===== src/rtl/cond_unit_if.sv =====
// Execute-stage condition/flag interface between the E-stage driver and cond_unit.
// The master drives the E-stage controls. The slave returns the condition result and the M-stage controls.
interface cond_unit_if;
  logic       stall;
  logic       flush;
  logic       valid_e;
  logic [3:0] cond_e;
  logic [3:0] alu_flags;
  logic [1:0] flag_w_e;
  logic       pcs_e;
  logic       reg_w_e;
  logic       mem_w_e;
  logic       no_write_e;
  logic       cond_ex_e;
  logic [3:0] flags;
  logic       valid_m;
  logic       pc_src_m;
  logic       reg_write_m;
  logic       mem_write_m;

  modport master (
    output stall, flush, valid_e, cond_e, alu_flags, flag_w_e,
    output pcs_e, reg_w_e, mem_w_e, no_write_e,
    input  cond_ex_e, flags, valid_m, pc_src_m, reg_write_m, mem_write_m
  );

  modport slave (
    input  stall, flush, valid_e, cond_e, alu_flags, flag_w_e,
    input  pcs_e, reg_w_e, mem_w_e, no_write_e,
    output cond_ex_e, flags, valid_m, pc_src_m, reg_write_m, mem_write_m
  );
endinterface


===== src/rtl/cond_unit.sv =====
// E-to-M condition stage: holds the NZCV register and evaluates the instruction condition field.
// It gates the write/PC controls and registers them into M, with stall and flush support.
module cond_unit (
  input logic        clk,
  input logic        reset,
  cond_unit_if.slave bus
);

  typedef enum logic [3:0] {
    CondEq = 4'b0000, CondNe = 4'b0001, CondCs = 4'b0010, CondCc = 4'b0011,
    CondMi = 4'b0100, CondPl = 4'b0101, CondVs = 4'b0110, CondVc = 4'b0111,
    CondHi = 4'b1000, CondLs = 4'b1001, CondGe = 4'b1010, CondLt = 4'b1011,
    CondGt = 4'b1100, CondLe = 4'b1101, CondAl = 4'b1110, CondNv = 4'b1111
  } cond_e_t;

  logic [3:0] flags_q, flags_d;
  logic       valid_q, valid_d;
  logic       pc_src_q, pc_src_d;
  logic       reg_write_q, reg_write_d;
  logic       mem_write_q, mem_write_d;

  logic n, z, c, v;
  logic cond_ex;
  logic go;

  assign {n, z, c, v} = flags_q;

  // Evaluated against the stored flags, never the in-flight ALU flags.
  always_comb begin
    cond_ex = 1'b0;
    unique case (cond_e_t'(bus.cond_e))
      CondEq: cond_ex = z;
      CondNe: cond_ex = ~z;
      CondCs: cond_ex = c;
      CondCc: cond_ex = ~c;
      CondMi: cond_ex = n;
      CondPl: cond_ex = ~n;
      CondVs: cond_ex = v;
      CondVc: cond_ex = ~v;
      CondHi: cond_ex = c & ~z;
      CondLs: cond_ex = ~c | z;
      CondGe: cond_ex = (n == v);
      CondLt: cond_ex = (n != v);
      CondGt: cond_ex = ~z & (n == v);
      CondLe: cond_ex = z | (n != v);
      CondAl: cond_ex = 1'b1;
      CondNv: cond_ex = 1'b0;
    endcase
  end

  assign go = bus.valid_e & cond_ex & ~bus.flush & ~bus.stall;

  always_comb begin
    flags_d     = flags_q;
    valid_d     = valid_q;
    pc_src_d    = pc_src_q;
    reg_write_d = reg_write_q;
    mem_write_d = mem_write_q;

    if (go) begin
      if (bus.flag_w_e[1]) flags_d[3:2] = bus.alu_flags[3:2];
      if (bus.flag_w_e[0]) flags_d[1:0] = bus.alu_flags[1:0];
    end

    // Flush wins over stall: a squashed instruction must not linger in M.
    if (bus.flush || !bus.stall) begin
      valid_d     = go;
      pc_src_d    = go & bus.pcs_e;
      reg_write_d = go & bus.reg_w_e & ~bus.no_write_e;
      mem_write_d = go & bus.mem_w_e;
    end
  end

  always_ff @(posedge clk) begin
    if (reset) begin
      flags_q     <= 4'b0000;
      valid_q     <= 1'b0;
      pc_src_q    <= 1'b0;
      reg_write_q <= 1'b0;
      mem_write_q <= 1'b0;
    end else begin
      flags_q     <= flags_d;
      valid_q     <= valid_d;
      pc_src_q    <= pc_src_d;
      reg_write_q <= reg_write_d;
      mem_write_q <= mem_write_d;
    end
  end

  assign bus.cond_ex_e   = cond_ex;
  assign bus.flags       = flags_q;
  assign bus.valid_m     = valid_q;
  assign bus.pc_src_m    = pc_src_q;
  assign bus.reg_write_m = reg_write_q;
  assign bus.mem_write_m = mem_write_q;

endmodule


===== src/flat_wrapper.sv =====
// flat-port wrapper written by rule: the top's interface ports become plain ports
module cond_unit_flat 
  (clk, reset, bus_stall, bus_flush, bus_valid_e, bus_cond_e, bus_alu_flags, bus_flag_w_e, bus_pcs_e, bus_reg_w_e, bus_mem_w_e, bus_no_write_e, bus_cond_ex_e, bus_flags, bus_valid_m, bus_pc_src_m, bus_reg_write_m, bus_mem_write_m);
  cond_unit_if bus_i ();
  input logic clk;
  input logic reset;
  input wire logic [$bits(bus_i.stall)-1:0] bus_stall;
  input wire logic [$bits(bus_i.flush)-1:0] bus_flush;
  input wire logic [$bits(bus_i.valid_e)-1:0] bus_valid_e;
  input wire logic [$bits(bus_i.cond_e)-1:0] bus_cond_e;
  input wire logic [$bits(bus_i.alu_flags)-1:0] bus_alu_flags;
  input wire logic [$bits(bus_i.flag_w_e)-1:0] bus_flag_w_e;
  input wire logic [$bits(bus_i.pcs_e)-1:0] bus_pcs_e;
  input wire logic [$bits(bus_i.reg_w_e)-1:0] bus_reg_w_e;
  input wire logic [$bits(bus_i.mem_w_e)-1:0] bus_mem_w_e;
  input wire logic [$bits(bus_i.no_write_e)-1:0] bus_no_write_e;
  output wire logic [$bits(bus_i.cond_ex_e)-1:0] bus_cond_ex_e;
  output wire logic [$bits(bus_i.flags)-1:0] bus_flags;
  output wire logic [$bits(bus_i.valid_m)-1:0] bus_valid_m;
  output wire logic [$bits(bus_i.pc_src_m)-1:0] bus_pc_src_m;
  output wire logic [$bits(bus_i.reg_write_m)-1:0] bus_reg_write_m;
  output wire logic [$bits(bus_i.mem_write_m)-1:0] bus_mem_write_m;
  assign bus_i.stall = bus_stall;
  assign bus_i.flush = bus_flush;
  assign bus_i.valid_e = bus_valid_e;
  assign bus_i.cond_e = bus_cond_e;
  assign bus_i.alu_flags = bus_alu_flags;
  assign bus_i.flag_w_e = bus_flag_w_e;
  assign bus_i.pcs_e = bus_pcs_e;
  assign bus_i.reg_w_e = bus_reg_w_e;
  assign bus_i.mem_w_e = bus_mem_w_e;
  assign bus_i.no_write_e = bus_no_write_e;
  assign bus_cond_ex_e = bus_i.cond_ex_e;
  assign bus_flags = bus_i.flags;
  assign bus_valid_m = bus_i.valid_m;
  assign bus_pc_src_m = bus_i.pc_src_m;
  assign bus_reg_write_m = bus_i.reg_write_m;
  assign bus_mem_write_m = bus_i.mem_write_m;
  cond_unit u_core (.clk(clk), .reset(reset), .bus(bus_i));
endmodule

===== config.mk =====
export PLATFORM = sky130hd
export DESIGN_NAME = cond_unit_flat
export DESIGN_NICKNAME = d
export VERILOG_FILES = /design/src/rtl/cond_unit_if.sv /design/src/rtl/cond_unit.sv /design/src/flat_wrapper.sv
export SDC_FILE = /design/constraint.sdc
export NUM_CORES = 1
export LEC_CHECK = 0
export ABC_AREA = 1
export CAP_MARGIN = 20
export CORE_MARGIN = 3
export CORE_UTILIZATION = 34
export CTS_CLUSTER_SIZE = 14
export DETAILED_ROUTE_END_ITERATION = 6
export PLACE_DENSITY_LB_ADDON = 0.25
export SETUP_SLACK_MARGIN = 0.02
export SLEW_MARGIN = 20
export SYNTH_ARGS = -nofsm -noshare
export SYNTH_HDL_FRONTEND = slang
export SYNTH_SLANG_ARGS = --single-unit

===== constraint.sdc =====
create_clock -name clk -period 1.25 [get_ports clk]
set_input_delay 0.125 -clock clk [delete_from_list [all_inputs] [get_ports clk]]
set_output_delay 0.125 -clock clk [all_outputs]
set_load 0.005 [all_outputs]

## Yosys cells after proc, flatten, opt, wreduce, memory -nomap -nowiden

Index checks and enable logic that the tools add are counted.

| word-level totals | value |
|---|---|
| output and inout bits | 9 |
| register bits | 8 |
| input port bits | 19 |
| word-level logic and storage cells | 47 |

| cells by class | value |
|---|---|
| reduce and logical (&&, ||, !) cells | 5 |
| eq/ne operators | 17 |
| bitwise gates (word level) | 18 |
| multiplexer cells | 1 |

Operators by type and width:

| kind | count |
|---|---|
| 4-bit equality test (second input constant) | 8 |
| 4-bit by 3-bit equality test with 1-bit output (second input constant) | 4 |
| 1-bit case mux with 16 select lines | 1 |
| 1-bit AND | 9 |
| 4-bit by 2-bit equality test with 1-bit output (second input constant) | 2 |
| 1-bit inverter | 7 |
| 4-bit by 1-bit equality test with 1-bit output (second input constant) | 1 |
| 4-bit zero test | 1 |
| 2-bit AND reduction | 2 |
| 1-bit OR | 2 |
| 1-bit equality test | 1 |
| 1-bit zero test | 1 |
| 1-bit logical OR | 1 |
| 1-bit != test | 1 |

## Depth between registers and ports, before layout

| depth | value |
|---|---|
| depth after elaboration | 8 |
| gate-level depth with buffers | 14 |
| depth with buffers taken out | 13 |

## Worst setup path before layout

No wires, ideal clock.

| path | value |
|---|---|
| path kind | reg-to-reg |
| start | register u_core.flags_q[3], in the netlist u_core.bus.flags[3] |
| end | register u_core.reg_write_q, in the netlist u_core.bus.reg_write_m |
| data arrival time | 1.214 ns |
| cell stages (with the launch flop) | 13 |
| path slack | -0.033 ns |
| required time | 1.180 ns |
| library setup time | 0.070 ns |
| clock period less this slack | 1.283 ns |
| buffers on the path | 0 |
| path through | dfxtp_1 > inv_1 > nand2_1 > nand2_1 > o21ai_0 > a21oi_1 > nand2_1 > nand2_1 > nand2_2 > nand2_2 > inv_2 > nand3_1 > a21oi_1 |

| on the way | value |
|---|---|
| word-level cells in the longest chain between the ends | 8 |
| elaborated cells on any way between the ends | 11 |
| those cells by class | eq/ne (2); mux (1); bitwise (8) |

RTL lines:

| element | RTL line | source |
|---|---|---|
| from (decl) | cond_unit.sv:16 | `logic [3:0] flags_q, flags_d;` |
| from (signal assigned) | cond_unit.sv:82 | `flags_q <= flags_d;` |
| 1-bit != test / 1-bit equality test (equally long branches) | - |  |
| 1-bit OR / 1-bit AND (equally long branches) | cond_unit.sv:45, cond_unit.sv:44 |  |
| 1-bit case mux with 16 select lines * | cond_unit.sv:31 | `unique case (cond_e_t'(bus.cond_e))` |
| net bus_cond_ex_e | flat_wrapper.sv:17 | `output wire logic [$bits(bus_i.cond_ex_e)-1:0] bus_cond_ex_e;` |
| 1-bit AND * (3 in series) | cond_unit.sv:51 | `assign go = bus.valid_e & cond_ex & ~bus.flush & ~bus.stall;` |
| 1-bit AND * (2 in series) | cond_unit.sv:69 | `reg_write_d = go & bus.reg_w_e & ~bus.no_write_e;` |
| to (signal assigned) | cond_unit.sv:85 | `reg_write_q <= reg_write_d;` |
| to (decl) | cond_unit.sv:19 | `logic reg_write_q, reg_write_d;` |

The timed path passes the listed nets; every way through them passes the cells marked *.
A chain may end at the register's enable or synchronous reset.

## Final worst setup path

| path | value |
|---|---|
| start | register u_core.flags_q[0], in the netlist u_core.bus.flags[0] |
| end | output bus_cond_ex_e |

| on the way | value |
|---|---|
| word-level cells in the longest chain between the ends | 3 |
| elaborated cells on any way between the ends | 6 |
| those cells by class | eq/ne (2); mux (1); bitwise (3) |

RTL lines:

| element | RTL line |
|---|---|
| 1-bit != test / 1-bit equality test (equally long branches) | - |
| 1-bit OR / 1-bit AND (equally long branches) | cond_unit.sv:45, cond_unit.sv:44 |
| 1-bit case mux with 16 select lines * | cond_unit.sv:31 |
| to (decl) | flat_wrapper.sv:17 |

Every way passes the cells marked *; elsewhere a longest branch is shown, timed or not.

==> impl_results.md <==
* Seq/Total Area, Yosys at 0.290
* Antenna Nets Post-Route at 0
* DP HPWL at approximately 1.3 mm
* Pre-CTS setup slack at -0.818 ns
* Io pins at 28
* Uppermost layer routed: met4
* Worst R2R Setup Slack at -0.18 ns
* Worst clock skew at roughly 0.00042 ns
* Clock latency on the worst-skew pair at about 0.25 ns
* RSZ-0062 raised after global routing: true
* Met3 routed WL at between 100 and 150 um
* Number of global-route vias before repair at 687
* Worst EP arrival at 1.38 ns
* Die X at approximately 46 um
* Initial antenna violation count at 0
* Post-Synthesis Cells at 87
* Leakage at 0.545 nW
* Failing checks: negative setup slack
* Synthesized area at 553 sq um
* Row count at 13
* CP startpoint kind: flip-flop
* Hold crit path type: in2reg
* GR Util All Layers at 0.174
* Crit-path max FO at 3
* Area Overhead vs Synth at 86.4%
* Minimum clock period at around 1.5 ns
* Clk sinks at 8
* Yosys Warn Count at 0
* CP endpoint kind: output pin
* Die ar. at ~2100 sq um
* Mapped Nets at about 110
* Total grt overflow at 0
* Drt pass-1 iters at 4
* Worst Tran Pin Value at approximately 0.33 ns
* Endpoints failing setup at 9
* First-pass GRT wire length at between 2 and 3 mm
* Outcome: finished with violations
* Setup tns final at -1.75 ns
* TritonCTS clock tree: built
* Total vias in the final route at about 700
* Placed cell areas at 945 sq um
* Core area at around 1400 sq um
* DRT Wirelength at approximately 1.7 mm
* Clock-pin slew on the worst setup and hold paths at ~0.050 ns
* Synth Register Bits at 8
* H-tree depth at 1
* Initial Util at 0.391
* Max VDD drop at between 0.4 and 0.5 mV
* CTS root buf: clkbuf_4
* Max Buffers Root-to-Sink at 2
* Final Slew Violations at 0
* Vias/cell at between 4 and 5
* WS Path Type: reg2out
* Req. time, crit path at between 1 and 1.5 ns
* Max cap viols at 0
* Final hold vios at 0
* Post-route insts no fill at ~150
* Net count of the finished layout at ~150
* Post-route cell area at approximately 1000 sq um
* TritonCTS Buffers at 3
* Drt wl/cell at between 10 and 15 um
* Pwr dens at between 600 and 700 nW/um^2
* ANT cells at 0
* Filler cells at between 100 and 150
* PortBufs at 27
* Metal2 WL at roughly 900 um
* Largest net degree at the start of global routing at 8
* Die Span Y at ~46 um
* Residual DRC at 0
* Max Freq at 0.662 GHz
* Share of cells above drive strength 1 at 0.359
* DR iter-0 viols at 9
* Period utilization at 1.21
* PnR worst setup slack at -0.260 ns
* Core Util, Final at 0.729
* Gpl congestion at ~0.84
* Mean Syn Cell Area at roughly 6.4 sq um
* Post-synth cell types at 18
* Rel. slew slack at 0.780
* Placed cells at approximately 140
* Post-Route M1 WL at around 650 um
critical path: stages (launching register included):
cell and delay (ns):
dfxtp_2 0.34, inv_2 0.05, nand2_2 0.06, nand2_2 0.06
nand2_1 0.06, nand2_1 0.06, a21oi_2 0.11, nand2_1 0.05
nand2_1 0.06, nand2_2 0.06, nand2_2 0.06, inv_2 0.04
buf_6 0.10
area by class of cell:
cell class / count / area (sq um) / share of cell area
clock buffer: 3 / 22.5 / 0.0218
inverter: 11 / 43.8 / 0.0425
timing repair buffer: 42 / 387 / 0.375
sequential: 8 / 165 / 0.160
multi-input combinational: 67 / 394 / 0.382
tap: 15 / 18.8 / 0.0182
cell usage in the layout (no fill, tap or decap), types with 2 or more instances in the layout:
cell / instances
nand4_4: 2
nand3_2: 2
dlymetal6s2s_1: 4
nand2_1: 24
clkbuf_4: 3
nor2_1: 14
nand3_1: 5
buf_4: 15
inv_2: 4
dfxtp_2: 4
a21oi_2: 5
clkdlybuf4s50_1: 16
nand2_2: 6
inv_1: 6
dlygate4sd2_1: 6
dfxtp_1: 4
a21oi_1: 2
kinds of logic after synthesis:
logic type | after synthesis | share of synthesized area
compound gates | 9 | 0.0950
flops | 8 | 0.290
xor+xnor | 1 | 0.0294
simple gates | 57 | 0.486
buf+inv | 12 | 0.0996
sequential cells by signal, indices dropped and copies added (netlist names):
signal / count
u_core.bus.mem_write_m: 1
u_core.bus.pc_src_m: 1
u_core.bus.valid_m: 1
u_core.bus.flags: 4
u_core.bus.reg_write_m: 1
cell usage after synthesis:
cell | number | area (sq um)
nor2_1 | 14 | 52.6
nand2_1 | 28 | 105
a21oi_1 | 7 | 35.0
inv_1 | 8 | 30.0
buf_6 | 1 | 11.3
nand2_2 | 2 | 12.5
inv_4 | 1 | 6.26
o21ai_0 | 1 | 5.00
nor3b_4 | 1 | 18.8
nor3b_1 | 1 | 7.51
nor2_2 | 1 | 6.26
o22ai_2 | 1 | 12.5
inv_2 | 2 | 7.51
nand3_1 | 7 | 35.0
dfxtp_1 | 8 | 160
nand4_2 | 2 | 25.0
nand4_1 | 1 | 6.26
xor2_2 | 1 | 16.3
worst paths after layout:
path | startpoint | endpoint | cells after the start
hold reg to reg | u_core.bus.valid_m | u_core.bus.valid_m | 2
hold / removal | bus_alu_flags[2] | u_core.bus.flags[2] | 3
setup / recovery | u_core.bus.flags[0] | bus_cond_ex_e | 12
setup reg to reg | u_core.bus.flags[0] | u_core.bus.pc_src_m | 14
repair_timing:
| item | 4_1_cts | 5_1_grt |
|---|---|---|
| endpoints found under the setup margin | 13 | 13 |
| gates cloned | 0 | 0 |
| pin swaps | 8 | 7 |
| hold buffers | 0 | 0 |
| buffers inserted | 1 | 0 |
| resized for setup | 16 | 12 |
power breakdown:
group / internal (W) / switching [W] / total (W)
Clock: 0.000110 / 0.0000837 / 0.000193
Sequential: 0.000261 / 0.00000428 / 0.000265
Combinational: 0.000126 / 0.000103 / 0.000228
Total: 0.000496 / 0.000191 / 0.000687
metrics by stage:
stage | hold WS, ns | total power, W
2_1_floorplan | 0.194 | 0.000354
3_3_place_gp | 0.450 | 0.000479
3_5_place_dp | 0.458 | 0.000483
4_1_cts | 0.447 | 0.000679
5_1_grt | 0.466 | 0.000729
6_report | 0.453 | 0.000687
per-layer routing:
layer | up-vias | global-route usage
met2 | 25 | 0.330
met5 | - | 0
li1 | 367 | -
met3 | 4 | 0.0391
met4 | 0 | 0.0682
met1 | 309 | 0.181
Power figures use the tool's default switching activity.
